==> config.mk <==
export PLATFORM = sky130hd
export DESIGN_NAME = dsp_addsub_arbiter
export DESIGN_NICKNAME = d
export VERILOG_FILES = /design/src/rtl/dsp_addsub_arbiter_pkg.sv /design/src/rtl/rr_arb2.sv /design/src/rtl/dsp_addsub_arbiter.sv
export SDC_FILE = /design/constraint.sdc
export NUM_CORES = 1
export LEC_CHECK = 0
export CORE_MARGIN = 2
export CORE_UTILIZATION = 46
export CTS_CLUSTER_DIAMETER = 100
export DETAILED_ROUTE_END_ITERATION = 8
export PLACE_DENSITY = 0.95
export SYNTH_ARGS = -nofsm -noshare
export SYNTH_HDL_FRONTEND = slang
export SYNTH_HIERARCHICAL = 1
export SYNTH_SLANG_ARGS = --single-unit
==> constraint.sdc <==
create_clock -name clk -period 7 [get_ports clk]
set_clock_uncertainty 0.05 [all_clocks]
set_input_delay 1.4 -clock clk [delete_from_list [all_inputs] [get_ports clk]]
set_output_delay 1.4 -clock clk [all_outputs]
set_load 0.02 [all_outputs]
==> src/rtl/dsp_addsub_arbiter_pkg.sv <==
// Shared constants and types for the two-port DSP add/sub arbiter.
// Op encodings match the dsp_sub control bit; port indices name the two requesters.
package dsp_addsub_arbiter_pkg;

    localparam logic OP_ADD    = 1'b0;
    localparam logic OP_SUB    = 1'b1;
    localparam int   PORT_ALU  = 0;
    localparam int   PORT_ADDR = 1;
    localparam int   NUM_PORTS = 2;

    typedef enum logic {
        SLOT_EMPTY = 1'b0,
        SLOT_FULL  = 1'b1
    } slot_state_e;

endpackage

==> src/rtl/rr_arb2.sv <==
// Two-input round-robin arbiter. The registered pointer remembers the last winner,
// so the other port wins the next tie; after reset port 0 is preferred.
module rr_arb2 (
    input  logic       clk,
    input  logic       rst_n,
    input  logic [1:0] eligible,
    output logic [1:0] grant
);

    // Set when port 1 won last, meaning port 0 wins the next tie.
    logic last_p1;

    always_comb begin
        grant = 2'b00;
        case (eligible)
            2'b01:   grant = 2'b01;
            2'b10:   grant = 2'b10;
            2'b11:   grant = last_p1 ? 2'b01 : 2'b10;
            default: grant = 2'b00;
        endcase
    end

    always_ff @(posedge clk or negedge rst_n) begin
        if (!rst_n)
            last_p1 <= 1'b1;
        else if (|grant)
            last_p1 <= grant[1];
    end

endmodule

==> src/rtl/dsp_addsub_arbiter.sv <==
// Shares one combinational DSP add/sub unit between the ALU and address ports.
// One-cycle latency into per-port response slots, plus saturating perf counters.
module dsp_addsub_arbiter
    import dsp_addsub_arbiter_pkg::*;
#(
    parameter int WIDTH = 32,
    parameter int CNT_W = 16
) (
    input  logic             clk,
    input  logic             rst_n,
    input  logic [1:0]       req_valid,
    output logic [1:0]       req_ready,
    input  logic [1:0]       req_sub,
    input  logic [WIDTH-1:0] req_a0,
    input  logic [WIDTH-1:0] req_b0,
    input  logic [WIDTH-1:0] req_a1,
    input  logic [WIDTH-1:0] req_b1,
    output logic [1:0]       rsp_valid,
    input  logic [1:0]       rsp_ready,
    output logic [WIDTH-1:0] rsp_data0,
    output logic [WIDTH-1:0] rsp_data1,
    output logic [WIDTH-1:0] dsp_in1,
    output logic [WIDTH-1:0] dsp_in2,
    output logic             dsp_sub,
    input  logic [WIDTH-1:0] dsp_out,
    output logic [CNT_W-1:0] grant_cnt0,
    output logic [CNT_W-1:0] grant_cnt1,
    output logic [CNT_W-1:0] conflict_cnt
);

    localparam logic [CNT_W-1:0] CNT_ONE = CNT_W'(1);
    localparam logic [CNT_W-1:0] CNT_MAX = '1;

    logic [NUM_PORTS-1:0]            eligible;
    logic [NUM_PORTS-1:0]            grant;
    logic [NUM_PORTS-1:0][WIDTH-1:0] req_a, req_b;
    logic [NUM_PORTS-1:0][WIDTH-1:0] rsp_data_q;
    logic [NUM_PORTS-1:0][CNT_W-1:0] grant_cnt_q;
    logic [WIDTH-1:0]                in1_q, in2_q;
    logic                            sub_q;

    assign req_a = {req_a1, req_a0};
    assign req_b = {req_b1, req_b0};

    // A full slot that is draining this cycle can take a new request.
    assign eligible  = req_valid & (~rsp_valid | rsp_ready);
    assign req_ready = grant;

    rr_arb2 u_arb (
        .clk      (clk),
        .rst_n    (rst_n),
        .eligible (eligible),
        .grant    (grant)
    );

    // Operands follow the winner; idle cycles replay the last values so the DSP stays quiet.
    always_comb begin
        dsp_in1 = in1_q;
        dsp_in2 = in2_q;
        dsp_sub = sub_q;
        if (|grant) begin
            dsp_in1 = req_a[grant[PORT_ADDR]];
            dsp_in2 = req_b[grant[PORT_ADDR]];
            dsp_sub = req_sub[grant[PORT_ADDR]];
        end
    end

    always_ff @(posedge clk or negedge rst_n) begin
        if (!rst_n) begin
            in1_q <= '0;
            in2_q <= '0;
            sub_q <= OP_ADD;
        end else if (|grant) begin
            in1_q <= dsp_in1;
            in2_q <= dsp_in2;
            sub_q <= dsp_sub;
        end
    end

    for (genvar i = 0; i < NUM_PORTS; i++) begin : g_slot
        slot_state_e state_q, state_d;

        always_comb begin
            state_d = state_q;
            if (grant[i])
                state_d = SLOT_FULL;
            else if (state_q == SLOT_FULL && rsp_ready[i])
                state_d = SLOT_EMPTY;
        end

        always_ff @(posedge clk or negedge rst_n) begin
            if (!rst_n) begin
                state_q        <= SLOT_EMPTY;
                rsp_data_q[i]  <= '0;
                grant_cnt_q[i] <= '0;
            end else begin
                state_q <= state_d;
                if (grant[i]) begin
                    rsp_data_q[i] <= dsp_out;
                    if (grant_cnt_q[i] != CNT_MAX)
                        grant_cnt_q[i] <= grant_cnt_q[i] + CNT_ONE;
                end
            end
        end

        assign rsp_valid[i] = (state_q == SLOT_FULL);
    end

    always_ff @(posedge clk or negedge rst_n) begin
        if (!rst_n)
            conflict_cnt <= '0;
        else if (&eligible && conflict_cnt != CNT_MAX)
            conflict_cnt <= conflict_cnt + CNT_ONE;
    end

    assign rsp_data0  = rsp_data_q[PORT_ALU];
    assign rsp_data1  = rsp_data_q[PORT_ADDR];
    assign grant_cnt0 = grant_cnt_q[PORT_ALU];
    assign grant_cnt1 = grant_cnt_q[PORT_ADDR];

endmodule

==> flow_summary.toml, run 1 <==
[drt]
drt_iter0_drc = 388
vias = 6873
wirelength_um = 23710
dr.pass1.iters = 5
drc = 0
wire_per_inst_um = 18.50
ant_nets = 0
vias_per_cell = 5.361

[worst_setup_path]
crit_required_ns = 5.55
cp-end-kind = "primary output"
critical_path.max_stage_delay_ns = 0.68
path_delay_family = "buffers and inverters"
critPathMaxFanout = 83
cp_common_cell = "clkdlybuf4s50_1"
critPathBufInv = 3
cp.arrival_ns = 4.26
r2r_start = "g_slot[1].state_q"
startpoint = "rsp_ready[1]"
slowest_stage = "a21boi_4"
worstSetupPathType = "in -> out"
critPathLaunchType = "input port"
path_cells = "clkdlybuf4s50_1, nand2b_1, and2_1, a21boi_4, buf_12, nand2_1, o21ai_0, clkdlybuf4s50_1"

[yosys]
synth.ff_latch_count = 180
yosysWarnings = 6
syn_area_per_cell_um2 = 11.52
syn-instance-count = 706
synth_nets = 877
synthArstFlopShare_pct = 100.0
synthDistinctLibCells = 43
synth_area_leaders = "dfrtp_1, mux2_2, mux2i_1"
seq_area_frac_synth_pct = 55.38
synth-edff-count = 0
yosys.area.top_type = "dfrtp_1"
post-synth-top-area-fraction_pct = 55.06
netlist_area_mm2 = 0.008135
synthFlopType = "dfrtp_1"

[cts]
clk_pin_slew_worst_paths_ns = 0.06
postCtsHoldBufs = 0
clock-sinks = 180
clockRootBuffer = "clkbuf_16"
post_cts_buffers = 0
clk_latency_ns = 0.43
cts_resized = 0
cts_buffers = 17
cts.path.max_buffers = 2
cts_max_level = 4
cts_tree = "built"

[floorplan]
die_area_mm2 = 0.01876
io_pins = 349
start_util_pct = 47.03
rows = 48
die_w_um = 137.0
core_area_mm2 = 0.01730
die_h_um = 137.0

[sta]
slew_headroom_pct = 43.51
clock.fmax_mhz = 175.1
slew_violations = 0
min_period_ns = 5.710
timing.hold.ws_ns = 0.4465
fin_crit_sh_pct = 81.57
tightestPinTransition_ns = 0.8474
rsz0062_at_grt = "no"
fin_setup_tns_ns = 0
worst_slack_ns = 1.290
finalHoldViolations = 0
setup_viol = 0

[placement]
place_inst = 1250
post-place-ws_ns = 1.312
portBuffers = 348
gp_congestion = 0.8334
dp_hpwl_um = 17530

[layout]
drive_gt1_share_pct = 12.11
final_cell_mix = "clkdlybuf4s50_1, dfrtp_1, o21ai_0, nand2_1, mux2i_1"
final_nets = 1215
final_cells = 1282
final_common_cell = "clkdlybuf4s50_1"
area_growth_pct = 53.09
diodes = 0

[global_route]
antenna_found_initial = 0
grt_pass1_vias = 7009
grt_pass1_wl_um = 36110
grt_max_degree = 105
grtUsageTotal_pct = 25.14
gr-total-overflow = 0

[power_and_ir_drop]
p_leak_uw = 0.005109
vdd_drop_max_v = 0.0001916
power.density_mw_per_mm2 = 314.4

[flow_run]
drv_cap = 0

[worst_hold_path]
min_from = "conflict_cnt[8]"
hp-class = "reg -> reg"

[outcome]
status = "completed"
==> Yosys cell counts, types with 3 or more instances <==
master,instances
nor4_2,3
inv_1,5
clkbuf_1,23
xnor2_1,30
nor3_1,5
o21ai_0,132
dfrtp_1,179
a21oi_1,4
mux2_2,65
nand2_1,83
ha_1,3
xor2_1,10
nor2_1,15
nand3_1,11
nand2b_1,4
buf_2,14
mux2i_1,66
and3_1,4
nand4_1,19
==> final cells by class <==
| type | count | area, µm² |
|---|---|---|
| Clock inverter | 15 | 163.9 |
| Multi-Input combinational cell | 482 | 3462 |
| Clock buffer | 17 | 425.4 |
| Inverter | 5 | 18.77 |
| Fill cell | 1165 | 4842 |
| Timing Repair Buffer | 358 | 3597 |
| Tap cell | 225 | 281.5 |
| Sequential cell | 180 | 4506 |
==> sequential cells by signal (all words and copies together), names as in the netlist <==
name / cells
u_arb/last_p1: 1
in2_q: 32
g_slot.state_q: 2
rsp_data0: 32
grant_cnt1: 16
rsp_data1: 32
conflict_cnt: 16
sub_q: 1
grant_cnt0: 16
in1_q: 32
==> layer usage <==
| layer | GRT usage (%) | vias to the layer above | routed length (µm) |
|---|---|---|---|
| met4 | 10.48 | 0 | 764 |
| li1 | - | 3182 | - |
| met3 | 7.667 | 51 | 1811 |
| met1 | 28.72 | 3343 | 8745 |
| met2 | 43.67 | 297 | 12390 |
| met5 | 0 | - | 0 |
==> worst reg2reg max path, stage by stage, from the launching register on <==
cell      delay [ns]
dfrtp_1         0.37
nand2b_1        0.14
and2_1          0.24
a21boi_4        0.68
buf_12          0.32
buf_4           0.35
nand4_1         0.21
nor3_2          0.37
nand4_1         0.16
xnor2_1         0.15
==> logic make-up after synthesis <==
group           after synthesis  synth area share [%]
mux                         133                 17.44
compound gates              148                 10.07
flops                       180                 55.38
buf+inv                      44                 2.338
xor+xnor                     40                 4.306
fa+ha+maj                     3                0.4614
simple gates                158                 9.997
==> worst paths after layout <==
path / depth (start not counted) / endpoint / slack (ns)
min in group asynchronous: 1 / grant_cnt1[14] / 0.88
setup / recovery: 8 / dsp_in1[12] / 1.29
hold reg to reg: 1 / conflict_cnt[8] / 0.45
max in group asynchronous: 2 / in1_q[28] / 4.77
setup reg to reg: 9 / grant_cnt1[15] / 3.86
hold / removal: 1 / conflict_cnt[8] / 0.45
==> stage by stage <==
step	total power (µW)	util [%]	cell area, µm²
floorplan	2194	-	8135
global placement	2920	68.60	11870
detailed placement	2978	68.60	11870
CTS	3947	72.01	12450
global route	4100	72.01	12450
finish	3916	72.01	12450
==> report_power, final <==
| part | leakage, µW | switching, µW | internal [µW] |
|---|---|---|---|
| Sequential | 0.00220 | 162 | 1290 |
| Combinational | 0.00262 | 770 | 743 |
| Clock | 0.000282 | 448 | 507 |
No activity file was read; power rests on OpenSTA's default activity.
==> inputs of run 2 (changes only) <==
- CORE_UTILIZATION: 46 -> 39
- PLACE_DENSITY: 0.95 -> 0.88
- clock period: 7 -> 5 ns (I/O delays scaled with it)
==> flow_summary.toml, run 2 (same netlist as run 1, synthesis figures left out) <==
[power_and_ir_drop]
switching_share_pct = 34.03
switching_power_uw = 1920
power.density_mw_per_mm2 = 445.1
pwr-share-seq_pct = 35.8
p_int_uw = 3721
power.share.clock_pct = 26.5
power_frac_comb_pct = 37.8
vdd_drop_max_v = 0.0002277
p_leak_uw = 0.005184

[sta]
timing.hold.ws_ns = 0.4559
slew_headroom_pct = 40.59
fin_setup_tns_ns = 0
clock.fmax_mhz = 214.4
min_period_ns = 4.663
rsz0062_at_grt = "no"
finalHoldViolations = 0
setup_viol = 0
slew_violations = 0
tightestPinTransition_ns = 0.8911
fin_crit_sh_pct = 93.27

[layout]
area_growth_pct = 55.78
final_nets = 1217
final_common_cell = "clkdlybuf4s50_1"
diodes = 0
drive_gt1_share_pct = 12.28
nFillCells = 1565
final_cell_mix = "clkdlybuf4s50_1, dfrtp_1, o21ai_0, nand2_1, mux2i_1"
final_cells = 1329

[worst_setup_path]
ff2ff_path_depth = 8
critPathMaxFanout = 34
cp-end-kind = "primary output"
critical_path.max_stage_delay_ns = 0.67
critPathLaunchType = "input port"
r2r_start = "g_slot[0].state_q"
cp_common_cell = "clkdlybuf4s50_1"
regToRegSetupSlack_ns = 2.47
path_delay_family = "buffers and inverters"
startpoint = "rsp_ready[0]"
endpoint = "dsp_in1[10]"
path_cells = "clkdlybuf4s50_1, nand2b_1, and2_1, a21boi_4, buf_12, mux2i_1, o21ai_0, clkdlybuf4s50_1"
cp.arrival_ns = 3.61
path_depth = 8
r2r_end = "grant_cnt0[15]"
worstSetupPathType = "in -> out"
slowest_stage = "clkdlybuf4s50_1"
critPathBufInv = 3
crit_required_ns = 3.95

[drt]
wire_per_inst_um = 16.69
drc = 0
ant_nets = 0
dr.pass1.iters = 4
vias = 6720
wirelength_um = 22190
drt_iter0_drc = 253
vias_per_cell = 5.056

[global_route]
grt_pass1_wl_um = 35180
grtUsageTotal_pct = 20.12
grt_pass1_vias = 7011
grt_max_degree = 99
antenna_found_initial = 0
gr-total-overflow = 0

[placement]
place_inst = 1297
gp_congestion = 0.8079
portBuffers = 348
dp_hpwl_um = 16640

[cts]
cts_max_level = 4
cts.path.max_buffers = 2
postCtsHoldBufs = 0
clockRootBuffer = "clkbuf_16"
post_cts_buffers = 0
cts_buffers = 17
clk_pin_slew_worst_paths_ns = 0.07
cts_tree = "built"
clock-sinks = 180
clk_latency_ns = 0.42
cts_resized = 0

[outcome]
status = "completed"

[flow_run]
drv_cap = 0

[floorplan]
io_pins = 349
core_area_mm2 = 0.02036
start_util_pct = 39.95
die_area_mm2 = 0.02203
die_w_um = 148.4
die_h_um = 148.4
rows = 52

[worst_hold_path]
hp-class = "reg -> reg"
-- run 2: changes by cell type in the layout (fill, tap and decap cells not counted), sizes merged --
| cell | delta |
|---|---|
| bufinv | +3 |
| clkinvlp | -3 |
| buf | +2 |
-- run 2: worst min path at each step --
stage,startpoint,to,slack (ns),cells past startpoint
after global routing,rsp_data1[17],rsp_data1[17],0.47,1
after detailed placement,rsp_data0[13],rsp_data0[13],0.44,1
after global placement,conflict_cnt[15],conflict_cnt[15],0.42,1
final,rsp_data0[27],rsp_data0[27],0.46,1
after CTS,rsp_data0[13],rsp_data0[13],0.46,1
after floorplan,u_arb/last_p1,u_arb/last_p1,0.43,2
-- run 2: area by class of cell --
class                   instances  area, µm²  share of cell area, %
repair buffers                360       3687                  29.09
inverters                       5      18.77                 0.1481
flip-flops and latches        180       4506                  35.55
clock buffers                  17      425.4                  3.357
clock inverters                15      236.5                  1.866
multi-input cells             482       3462                  27.32
well taps                     270      337.8                  2.666
-- run 2: through the flow --
step	util (%)	area (µm²)	power (µW)	setup slack (ns)
final	62.23	12670	5641	0.3365
after global routing	62.23	12670	5917	0.2012
after CTS	62.23	12670	5694	0.3410
after detailed placement	58.98	12010	4181	0.3676
after global placement	58.98	12010	4122	0.3755
after floorplan	-	8135	3072	0.8779
-- run 2: power by group through the flow --
stage	Combinational (µW)	Clock, µW	Sequential, µW
5_1_grt	2270	1590	2060
3_5_place_dp	2140	0	2040
3_3_place_gp	2100	0	2030
6_report	2130	1490	2020
2_1_floorplan	816	0	2260
4_1_cts	2150	1520	2020
-- run 2: per-layer routing --
metal	global-route usage [%]	vias up	part of all wire, %
li1	-	3183	-
met1	23.40	3241	39
met2	35.00	254	51
met3	5.890	42	7.5
met4	7.952	0	2.8
met5	0	-	0
-- run 2: worst register-to-register path: stages, from the launching register on --
cell and delay (ns):
dfrtp_1 0.40, nand2b_1 0.17, and2_1 0.25, a21boi_4 0.27
buf_12 0.26, nand4_1 0.32, nor4_2 0.25, nand4_1 0.14
mux2_1 0.31
==> inputs of run 3 (changes only) <==
- SETUP_SLACK_MARGIN: default -> 0.3
- clock period: 5 -> 3.8 ns (I/O delays scaled with it)
==> flow_summary.toml, run 3 (same netlist as run 1, synthesis figures left out) <==
[layout]
final_cells = 1400
diodes = 0
final_cell_area_mm2 = 0.01367
final_common_cell = "clkdlybuf4s50_1"
area_growth_pct = 68.09
drive_gt1_share_pct = 25.75
nFillCells = 1444
final_nets = 1288
final_cell_mix = "clkdlybuf4s50_1, dfrtp_1, nand2_1, o21ai_0, mux2_2"

[worst_setup_path]
critPathBufInv = 4
cp.arrival_ns = 2.53
path_delay_family = "buffers and inverters"
critPathLaunchType = "input port"
cp-end-kind = "primary output"
worstSetupPathType = "in -> out"
r2r_start = "u_arb/last_p1"
slowest_stage = "dlygate4sd2_1"
path_cells = "dlymetal6s2s_1, nand2b_4, and2_4, a21boi_4, buf_12, buf_8, mux2i_2, o21ai_1, dlygate4sd2_1"
critical_path.max_stage_delay_ns = 0.34
startpoint = "rsp_ready[1]"
crit_required_ns = 2.99
critPathMaxFanout = 7

[global_route]
grt_pass1_vias = 7649
gr-total-overflow = 0
antenna_found_initial = 0
grtUsageTotal_pct = 22.52
grt_max_degree = 75
grt_pass1_wl_um = 39010

[sta]
clock.fmax_mhz = 299.0
fin_crit_sh_pct = 88.02
min_period_ns = 3.345
slew_violations = 0
tightestPinTransition_ns = 0.6313
slew_headroom_pct = 57.92
fin_setup_tns_ns = 0
setup_viol = 0
rsz0062_at_grt = "no"
finalHoldViolations = 0

[power_and_ir_drop]
power.density_mw_per_mm2 = 556.9
vdd_drop_max_v = 0.0002899
p_leak_uw = 0.005707

[cts]
cts_max_level = 4
cts.path.max_buffers = 2
cts_buffers = 17
clk_pin_slew_worst_paths_ns = 0.07
cts_tree = "built"
clock-sinks = 180
clockRootBuffer = "clkbuf_16"
clk_latency_ns = 0.42
postCtsHoldBufs = 0

[drt]
vias = 7236
wire_per_inst_um = 18.16
wl_met3_um = 1488
drc = 0
ant_nets = 0
highest_layer = "met4"
vias_per_cell = 5.169
drt_iter0_drc = 185
met2_length_um = 13390
wirelength_um = 25420
wl_met1_um = 9655
dr.pass1.iters = 4

[placement]
portBuffers = 348
gp_congestion = 0.8813
placed_area_mm2 = 0.01232
dp_hpwl_um = 18020
place_inst = 1337

[floorplan]
core_area_mm2 = 0.02036
start_util_pct = 39.95
die_h_um = 148.4
io_pins = 349
rows = 52
die_w_um = 148.4
die_area_mm2 = 0.02203

[outcome]
status = "completed"

[flow_run]
drv_cap = 0

[worst_hold_path]
hp-class = "in -> async"
## run 3: routing by layer
metal  global-route usage (%)  vias up
met4                    8.619        0
met3                    6.135       64
li1                         -     3320
met1                    25.15     3578
met2                    40.90      274
met5                        0        -
## run 3: report_power, final
group,switching [µW],total (µW),internal [µW]
clock,857,1760,903
sequential,339,2710,2370
combinational,1540,3140,1600
## run 3: worst paths after layout
check,end,slack (ns),cells past startpoint
min in group clk,conflict_cnt[15],0.46,1
worst max register to register,grant_cnt0[11],1.16,9
worst min-delay path,grant_cnt1[9],0.27,1
worst min register to register,conflict_cnt[15],0.46,1
max in group asynchronous,grant_cnt0[15],2.57,2
worst max-delay path,dsp_in1[18],0.46,9
## run 3: metrics by stage
step           utilization (%)  total power (µW)  setup slack [ns]  hold WS [ns]
4_1_cts                  65.22              7469            0.1750        0.2958
6_report                 67.15              7616            0.4551        0.2681
5_1_grt                  67.15              7978            0.3960        0.3012
3_3_place_gp             60.52              5533           -0.1026        0.4248
3_5_place_dp             60.52              5629           -0.1549        0.4451
2_1_floorplan                -              4075            0.2398        0.4144
## run 3: timing repair
action                     4_1_cts  5_1_grt
setup endpoints to repair       67       66
gates resized for setup        181       87
setup buffers                   17       10
pin swaps                        0        2
cloned                           2        2
## run 3: layout make-up
| cell class | count | area (µm²) | area share [%] |
|---|---|---|---|
| Clock buffer | 18 | 439.2 | 3.212 |
| Clock inverter | 14 | 160.2 | 1.171 |
| Inverter | 5 | 18.77 | 0.1372 |
| Multi-Input combinational cell | 482 | 3842 | 28.10 |
| Sequential cell | 180 | 4506 | 32.95 |
| Tap cell | 270 | 337.8 | 2.470 |
| Timing Repair Buffer | 431 | 4370 | 31.96 |
